File: config.mk
export PLATFORM = sky130hd
export DESIGN_NAME = uart_rx_cfg
export DESIGN_NICKNAME = d
export VERILOG_FILES = /design/src/rtl/uart_pkg.sv /design/src/rtl/uart_baud_tick.sv /design/src/rtl/uart_rx_cfg.sv
export SDC_FILE = /design/constraint.sdc
export NUM_CORES = 1
export LEC_CHECK = 0
export ABC_AREA = 1
export BUFFER_PORTS_ARGS = -buffer_cell sky130_fd_sc_hd__buf_4
export CORE_MARGIN = 2
export CORE_UTILIZATION = 61
export CTS_BUF_LIST = sky130_fd_sc_hd__clkbuf_2 sky130_fd_sc_hd__clkbuf_4 sky130_fd_sc_hd__clkbuf_8
export DETAILED_ROUTE_END_ITERATION = 10
export PLACE_DENSITY = 0.9
export SYNTH_ARGS = -nofsm -noshare
export SYNTH_HDL_FRONTEND = slang
export SYNTH_HIERARCHICAL = 1
export SYNTH_SLANG_ARGS = --single-unit
File: constraint.sdc
create_clock -name clk -period 2.62 [get_ports clk]
set_clock_uncertainty 0.05 [all_clocks]
set_input_delay 0.393 -clock clk [delete_from_list [all_inputs] [get_ports clk]]
set_output_delay 0.393 -clock clk [all_outputs]
set_load 0.02 [all_outputs]
File: src/rtl/uart_pkg.sv
// uart_pkg: shared UART types and the three-sample majority vote
package uart_pkg;
  typedef enum logic [1:0] {PAR_NONE = 2'b00, PAR_EVEN = 2'b01, PAR_ODD = 2'b10} parity_e;
  typedef enum logic [2:0] {IDLE, START, DATA, PARITY, STOP, STOP2, BRKWAIT} rx_state_e;
  function automatic logic maj3(input logic [2:0] v);
    return (v[0] & v[1]) | (v[0] & v[2]) | (v[1] & v[2]);
  endfunction
endpackage

File: src/rtl/uart_baud_tick.sv
// uart_baud_tick: prescaler emitting one oversample tick every baud_div+1 clocks
module uart_baud_tick #(
  parameter int DIV_W = 16
) (
  input  logic             clk,
  input  logic             rst_n,
  input  logic [DIV_W-1:0] baud_div,
  input  logic             clear,
  output logic             tick
);
  logic [DIV_W-1:0] cnt;
  always_ff @(posedge clk or negedge rst_n)
    if (!rst_n) cnt <= '0;
    else cnt <= (clear || cnt == baud_div) ? '0 : cnt + 1'b1;
  assign tick = !clear && cnt == baud_div;
endmodule

File: src/rtl/uart_rx_cfg.sv
// uart_rx_cfg: configurable oversampling UART receiver with ready/valid holding register
module uart_rx_cfg
  import uart_pkg::*;
#(
  parameter int DATA_W = 8,
  parameter int OSR    = 16,
  parameter int DIV_W  = 16
) (
  input  logic              clk,
  input  logic              rst_n,
  input  logic [DIV_W-1:0]  baud_div,
  input  logic [1:0]        parity_mode,
  input  logic              stop_bits,
  input  logic              rx,
  output logic [DATA_W-1:0] rx_data,
  output logic              rx_valid,
  input  logic              rx_ready,
  output logic              parity_err,
  output logic              frame_err,
  output logic              break_det,
  output logic              overrun,
  output logic              busy
);
  localparam int TW = $clog2(OSR);
  localparam int BW = $clog2(DATA_W + 1);
  rx_state_e state, state_n;
  logic s1, rxs, rxs_d, fall, tick, res, bit_v, done, fe_n, last_stop;
  logic [1:0] smp;
  logic [TW-1:0] tcnt;
  logic [BW-1:0] bcnt;
  logic [DATA_W-1:0] sh;
  logic [DIV_W-1:0] div_q;
  parity_e par_q;
  logic stop2_q, perr_q, ones_q;
  uart_baud_tick #(.DIV_W(DIV_W)) u_tick (
    .clk(clk), .rst_n(rst_n), .baud_div(div_q), .clear(state == IDLE), .tick(tick)
  );
  assign fall = rxs_d & ~rxs;
  assign res = tick && tcnt == TW'(OSR / 2 + 1);
  assign bit_v = maj3({smp, rxs});
  assign last_stop = !(state == STOP && stop2_q);
  assign busy = state != IDLE;
  always_ff @(posedge clk or negedge rst_n)
    if (!rst_n) state <= IDLE;
    else state <= state_n;
  always_comb begin
    state_n = state;
    done = 1'b0;
    fe_n = 1'b0;
    case (state)
      IDLE: state_n = fall ? START : IDLE;
      START: state_n = res ? (bit_v ? IDLE : DATA) : START;
      DATA: state_n = (res && bcnt == BW'(DATA_W - 1)) ? (par_q == PAR_NONE ? STOP : PARITY) : DATA;
      PARITY: state_n = res ? STOP : PARITY;
      STOP, STOP2: begin
        fe_n = res && !bit_v;
        done = res && (!bit_v || last_stop);
        state_n = !res ? state : !bit_v ? BRKWAIT : last_stop ? IDLE : STOP2;
      end
      BRKWAIT: state_n = rxs ? IDLE : BRKWAIT;
      default: state_n = IDLE;
    endcase
  end
  always_ff @(posedge clk or negedge rst_n)
    if (!rst_n) begin
      s1 <= 1'b1;
      rxs <= 1'b1;
      rxs_d <= 1'b1;
      tcnt <= '0;
      bcnt <= '0;
      smp <= '0;
      sh <= '0;
      div_q <= '0;
      par_q <= PAR_NONE;
      stop2_q <= 1'b0;
      perr_q <= 1'b0;
      ones_q <= 1'b0;
    end else begin
      s1 <= rx;
      rxs <= s1;
      rxs_d <= rxs;
      if (state == IDLE) begin
        tcnt <= '0;
        bcnt <= '0;
        perr_q <= 1'b0;
        ones_q <= 1'b0;
        if (fall) begin
          div_q <= baud_div;
          par_q <= parity_mode == 2'b11 ? PAR_NONE : parity_e'(parity_mode);
          stop2_q <= stop_bits;
        end
      end else if (tick) begin
        tcnt <= tcnt == TW'(OSR - 1) ? '0 : tcnt + 1'b1;
        if (tcnt == TW'(OSR / 2 - 1)) smp[1] <= rxs;
        if (tcnt == TW'(OSR / 2)) smp[0] <= rxs;
        if (res && state == DATA) begin
          sh <= {bit_v, sh[DATA_W-1:1]};
          bcnt <= bcnt + 1'b1;
          ones_q <= ones_q | bit_v;
        end
        if (res && state == PARITY) begin
          perr_q <= (^{sh, bit_v}) != (par_q == PAR_ODD);
          ones_q <= ones_q | bit_v;
        end
      end
    end
  always_ff @(posedge clk or negedge rst_n)
    if (!rst_n) begin
      rx_data <= '0;
      rx_valid <= 1'b0;
      parity_err <= 1'b0;
      frame_err <= 1'b0;
      break_det <= 1'b0;
      overrun <= 1'b0;
    end else begin
      overrun <= done && rx_valid && !rx_ready;
      if (done && (!rx_valid || rx_ready)) begin
        rx_data <= sh;
        rx_valid <= 1'b1;
        parity_err <= perr_q;
        frame_err <= fe_n;
        break_det <= fe_n & ~ones_q;
      end else if (rx_ready) rx_valid <= 1'b0;
    end
endmodule

* Yosys cells after proc, flatten, opt, wreduce, memory -nomap -nowiden
Index checks and enable logic that the tools add are counted.
Widths: inputs -> output; s select.
** Word-level totals
- Flip-flop bits (word level) :: 74
- Bits of input ports :: 23
- Logic and storage cells :: 117
- Output and inout port bits :: 14
** Operators by class
- Bitwise operators :: 11
- Add/subtract/negate cells :: 3
- Muxes and demuxes :: 30
- Equality and inequality tests :: 16
- Reductions and logical operators :: 36
** Operator list (number)
- $mux 4 :: 6
- $mux 3 :: 7
- $pmux 3 s6 :: 1
- $add 16x1->16 const B :: 1
- $eq 16x16->1 :: 1
- $mux 16 :: 1
- $eq 4x4->1 const B :: 3
- $mux 1 :: 12
- $logic_and 1x1->1 :: 11
- $eq 3x3->1 const B :: 3
- $reduce_and 3->1 :: 3
- $reduce_xor 9->1 :: 1
- $add 4x1->4 const B :: 2
- $eq 4x3->1 const B :: 2
- $reduce_and 2->1 :: 4
- $reduce_bool 2->1 :: 4
- $eq 3x2->1 const B :: 2
- $mux 2 :: 3
- $reduce_bool 3->1 :: 2
- $and 1x1->1 :: 5
- $logic_not 1->1 :: 5
- $eq 2x2->1 const B :: 2
- $eq 3x1->1 const B :: 1
- $logic_not 3->1 :: 1
- other kinds (7) :: 13

* Logic depth before layout (Yosys ltp)
- Depth after elaboration :: 9
- Gate-level depth with buffers :: 16
- Depth with buffers taken out :: 16

* By module
The synthesis kept the hierarchy.
** Modules (own cells, without submodules)
- uart_rx_cfg :: instances 1, cells each 308, area an instance 2660.1 sq um
- uart_baud_tick :: instances 1, cells each 179, area an instance 1171.1 sq um

* Least setup slack after synthesis
OpenSTA, ideal clock, no wires.
- Path type :: register to register
- Start :: reg u_tick.cnt[9]
- End :: reg frame_err
- Stages on the path, launching flop included :: 16
- Buffers on the path :: 1
- Data arrival time :: 1763 ps
- Data required time :: 2453 ps
- Path slack :: 690 ps
- Cell sequence :: dfrtp_1 nand2_1 nand2_1 nor2_1 nand2_1 nor2_2 nand2_2 nor2_1 inv_1 nor2_8 nand3_4 nor2_4 inv_4 buf_6 nand2_1 nand2_1
** Between the ends
- Longest elaborated chain between the ends :: 6
** Ends and longest elaborated chain
- start: declaration :: line uart_baud_tick.sv:11 : logic [DIV_W-1:0] cnt;
- start signal: assignment :: line uart_baud_tick.sv:14 : else cnt <= (clear || cnt == baud_div) ? '0 : cnt + 1'b1;
- $eq 16x16->1 (*) :: line uart_baud_tick.sv:15 : assign tick = !clear && cnt == baud_div;
- $logic_and 1x1->1 (*) :: line uart_baud_tick.sv:15
- via tick :: line uart_rx_cfg.sv:27 : logic s1, rxs, rxs_d, fall, tick, res, bit_v, done, fe_n, last_stop;
- $logic_and 1x1->1 (*) :: line uart_rx_cfg.sv:39 : assign res = tick && tcnt == TW'(OSR / 2 + 1);
- $logic_and 1x1->1 :: line uart_rx_cfg.sv:57 : done = res && (!bit_v || last_stop);
- $mux 1 :: line uart_rx_cfg.sv:50 : case (state)
- $logic_and 1x1->1 :: line uart_rx_cfg.sv:117 : if (done && (!rx_valid || rx_ready)) begin
- end signal: assignment :: line uart_rx_cfg.sv:121 : frame_err <= fe_n;
- end: declaration :: line uart_rx_cfg.sv:19 : output logic frame_err,
Mark *: on every way through the listed nets, which the timed path passes. The rest lies on a longest branch.
A chain may end at the register's enable or synchronous reset.

* Final worst setup path
- Start :: reg u_tick.cnt[9]
- End :: reg state[0]
** Between the ends
- Longest elaborated chain between the ends :: 6
** Ends and longest elaborated chain
- $eq 16x16->1 (*) :: line uart_baud_tick.sv:15
- $logic_and 1x1->1 (*) :: line uart_baud_tick.sv:15
- via tick :: line uart_rx_cfg.sv:27
- $logic_and 1x1->1 (*) :: line uart_rx_cfg.sv:39
- $logic_and 1x1->1 :: line uart_rx_cfg.sv:53 : DATA: state_n = (res && bcnt == BW'(DATA_W - 1)) ? (par_q == PAR_NONE ? STOP : PARITY) : DATA;
- $mux 3 :: line uart_rx_cfg.sv:53
- $pmux 3 s6 :: line uart_rx_cfg.sv:50
- end signal: assignment :: line uart_rx_cfg.sv:45 : else state <= state_n;
- end: declaration :: line uart_rx_cfg.sv:26 : rx_state_e state, state_n;
Marked as above.

==> metrics <==
first-pass GRT wire length approximately 13 mm; HP Start rx; final hold vios 0; # IOs 37; Rows 28; core area approximately 0.0060 mm^2; Routed Antenna Nets 0; r2r worst-path depth 15; port bufs 36; worst path bufs/invs 3; clock sinks 74; Pleak approximately 2.2 nW; TNS Setup 0 ps; share of cells above drive strength 1 0.195; Pre-antenna DRT Iters 5; Non-Filler Instances approximately 610; period utilization 0.884; Synth Area per Inst 7.87 um^2; reg-to-reg slack, setup 300 ps; CP max stage delay roughly 500 ps; vias per cell about 5.2; Final nets 556; gp weighted congestion 0.923; clk slew on worst S/H paths ~80 ps; Sequential Area between 0.0015 and 0.002 mm^2; RSZ-0062 raised after global routing no; Yosys reg bits 74; worst hold endpoint s1$_DFF_PN1_; Syn Inst Count about 500; Max clock buf depth 2; Pwr Density roughly 700 mW/mm^2; Root Driver clkbuf_8; die extent in y ~83 um; cell count after placement ~600; vias in the first global route 3145; CTS tree built; die width 83.3 um; Detailed Place HPWL between 5 and 6 mm; grt met3 use 0.0467; Min-Delay Path Class in2reg; GR Overflow Total 0; Slew Limit Headroom 0.386; share of the synthesized area in the top cell type 0.464; total number of vias between 3k and 4k; CP startpoint kind flip-flop; outcome complete, no violations; Area Growth Syn to Fin 13.6%; Final min period approximately 2300 ps; # diodes 0; CP Max Fanout 6; multi-input logic area around 0.0017 mm^2; Post-CTS Resized 0; Required @ worst endpoint around 2800 ps; met1 usage 0.303; max_cap viols 0; commonest cells in the netlist nand2_1, dfrtp_1, inv_1; WS Path Type reg2reg; synth unique cells 37; Power Total approximately 3.0 mW; ys async rst share 1.00; Crit path max-delay family simple AND/OR/NAND/NOR gates; initial antenna violation count 0; worst slew pin tran about 900 ps; layer with the highest usage met2; die area 0.00693 mm^2; Slowest-stage cell, CP dfrtp_1; initial drt markers 200; worst path cell trace inv_2 > nand2_1 > nand2_1 > nor2_1 > nand2_1 > nor2_2 > nand2_2 > nor2_1 > inv_1 > nor2_8 > inv_1 > o21ai_0 > nand3_1 > o21ai_0 > o21ai_0; count leader, synth nand2_1; Post-synth EDFFs 0; drt drc 0; Ys Warns 6; clock latency on the worst-skew pair between 300 and 400 ps; Max Clk Rate ~430 MHz; area leader, netlist dfrtp_1; Hold Path Cell Cnt 1; Main synth FF type dfrtp_1; worst r2r src u_tick/cnt[9]$_DFF_PN0_; grt met2 use 0.389; largest net degree at the start of global routing 75; ranking of synthesized cells by area dfrtp_1, nand2_1, inv_1; Initial Util 0.640; CTS Buf Count 9; reg2reg end state[0]$_DFFE_PN0P_; Syn Std Cell Area approximately 0.0038 mm^2; Fill cells around 450; CP arrival 2500 ps; GR Util All Layers 0.239; count of final max-slew check failures 0; Post CTS Setup Buffer Count 0; Worst IR Drop VDD around 0.00045 V; hold buffers post-CTS 0; Routed WL per cell ~13 um; H-tree depth 3; sequential-to-total area share from yosys stat 0.484; Setup crit end kind flip-flop; final setup fails 0; final WL between 7 and 8 mm; Synthesized Nets between 500 and 600
-- worst reg2reg max path, cell delays in order (launching register included) --
cell and delay [ps]:
dfrtp_1 500, inv_2 50, nand2_1 50, nand2_1 50, nor2_1 140, nand2_1 100, nor2_2 120, nand2_2 80
nor2_1 140, inv_1 130, nor2_8 170, inv_1 110, o21ai_0 100, nand3_1 100, o21ai_0 180, o21ai_0 110
-- placed cells by master, fill, tap and decap left out, types with 2 or more instances in the layout --
master	synthesis	final
xor2_1	11	11
and3_1	2	2
dfrtp_1	71	71
nand2_1	171	171
clkbuf_8	0	10
nand3_2	2	2
xnor2_1	3	3
buf_4	0	37
inv_1	60	60
nand2_4	2	2
clkbuf_4	0	2
dfstp_2	3	3
o21ai_0	19	19
nor2_1	42	42
nand3_1	20	20
o21ai_1	2	2
nand4_1	4	4
nor3_2	2	2
a21oi_1	5	5
nor2_4	2	2
nor3_1	8	8
o21ai_2	8	8
ha_1	5	5
nor2_2	14	14
inv_2	10	10
nand2_2	4	4
-- per-stage QoR --
step,hold slack [ps],util,cell area (um^2),setup slack (ps)
after floorplan,47.4,-,3830,690
final,92.6,0.726,4350,303
after CTS,77.5,0.726,4350,369
after global routing,73.1,0.726,4350,43.3
after global placement,297,0.692,4150,528
after detailed placement,301,0.692,4150,389
-- worst max-delay path by stage --
stage	slack, ps	end	cells past startpoint	start
global placement	530	bcnt[3]$_DFFE_PN0P_	15	u_tick/cnt[10]$_DFF_PN0_
detailed placement	390	state[0]$_DFFE_PN0P_	15	u_tick/cnt[9]$_DFF_PN0_
CTS	370	state[0]$_DFFE_PN0P_	15	u_tick/cnt[9]$_DFF_PN0_
global route	40	bcnt[3]$_DFFE_PN0P_	15	u_tick/cnt[11]$_DFF_PN0_
finish	300	state[0]$_DFFE_PN0P_	15	u_tick/cnt[9]$_DFF_PN0_
floorplan	690	frame_err$_DFFE_PN0P_	15	u_tick/cnt[9]$_DFF_PN0_
-- routing by layer --
metal	wire length [um]	up-vias
met5	0	-
met4	171	0
li1	-	1575
met3	398	19
met2	3640	91
met1	3490	1497
-- cell families (layout without fill, tap and decap cells) --
kind of cell	Yosys count	count (layout)	share of synthesized area
fa+ha+maj	5	5	0.0163
compound gates	39	39	0.0624
xor+xnor	14	14	0.0320
simple gates	277	277	0.320
buf+inv	78	124	0.0846
flops	74	74	0.484
-- area by class of cell --
| type | instances | area share |
|---|---|---|
| Timing Repair Buffer | 37 | 0.0638 |
| Tap cell | 75 | 0.0216 |
| Sequential cell | 74 | 0.426 |
| Inverter | 71 | 0.0618 |
| Clock inverter | 4 | 0.0118 |
| Multi-Input combinational cell | 335 | 0.380 |
| Clock buffer | 12 | 0.0351 |
-- state kept, by name, summed over array words and instances, names as in the netlist --
register and count:
overrun 1, sh 8, rx_valid 1, rxs_d 1
break_det 1, rxs 1, smp 2, ones_q 1
state 3, parity_err 1, bcnt 4, frame_err 1
perr_q 1, div_q 16, tcnt 4, stop2_q 1
rx_data 8, s1 1, u_tick/cnt 16, par_q 2
-- where the power goes --
group / switching, mW / internal, mW / total (mW)
clock: 0.419 / 0.487 / 0.906
sequential: 0.152 / 1.31 / 1.46
combinational: 0.372 / 0.243 / 0.615
(Power assumes the default switching activity.)
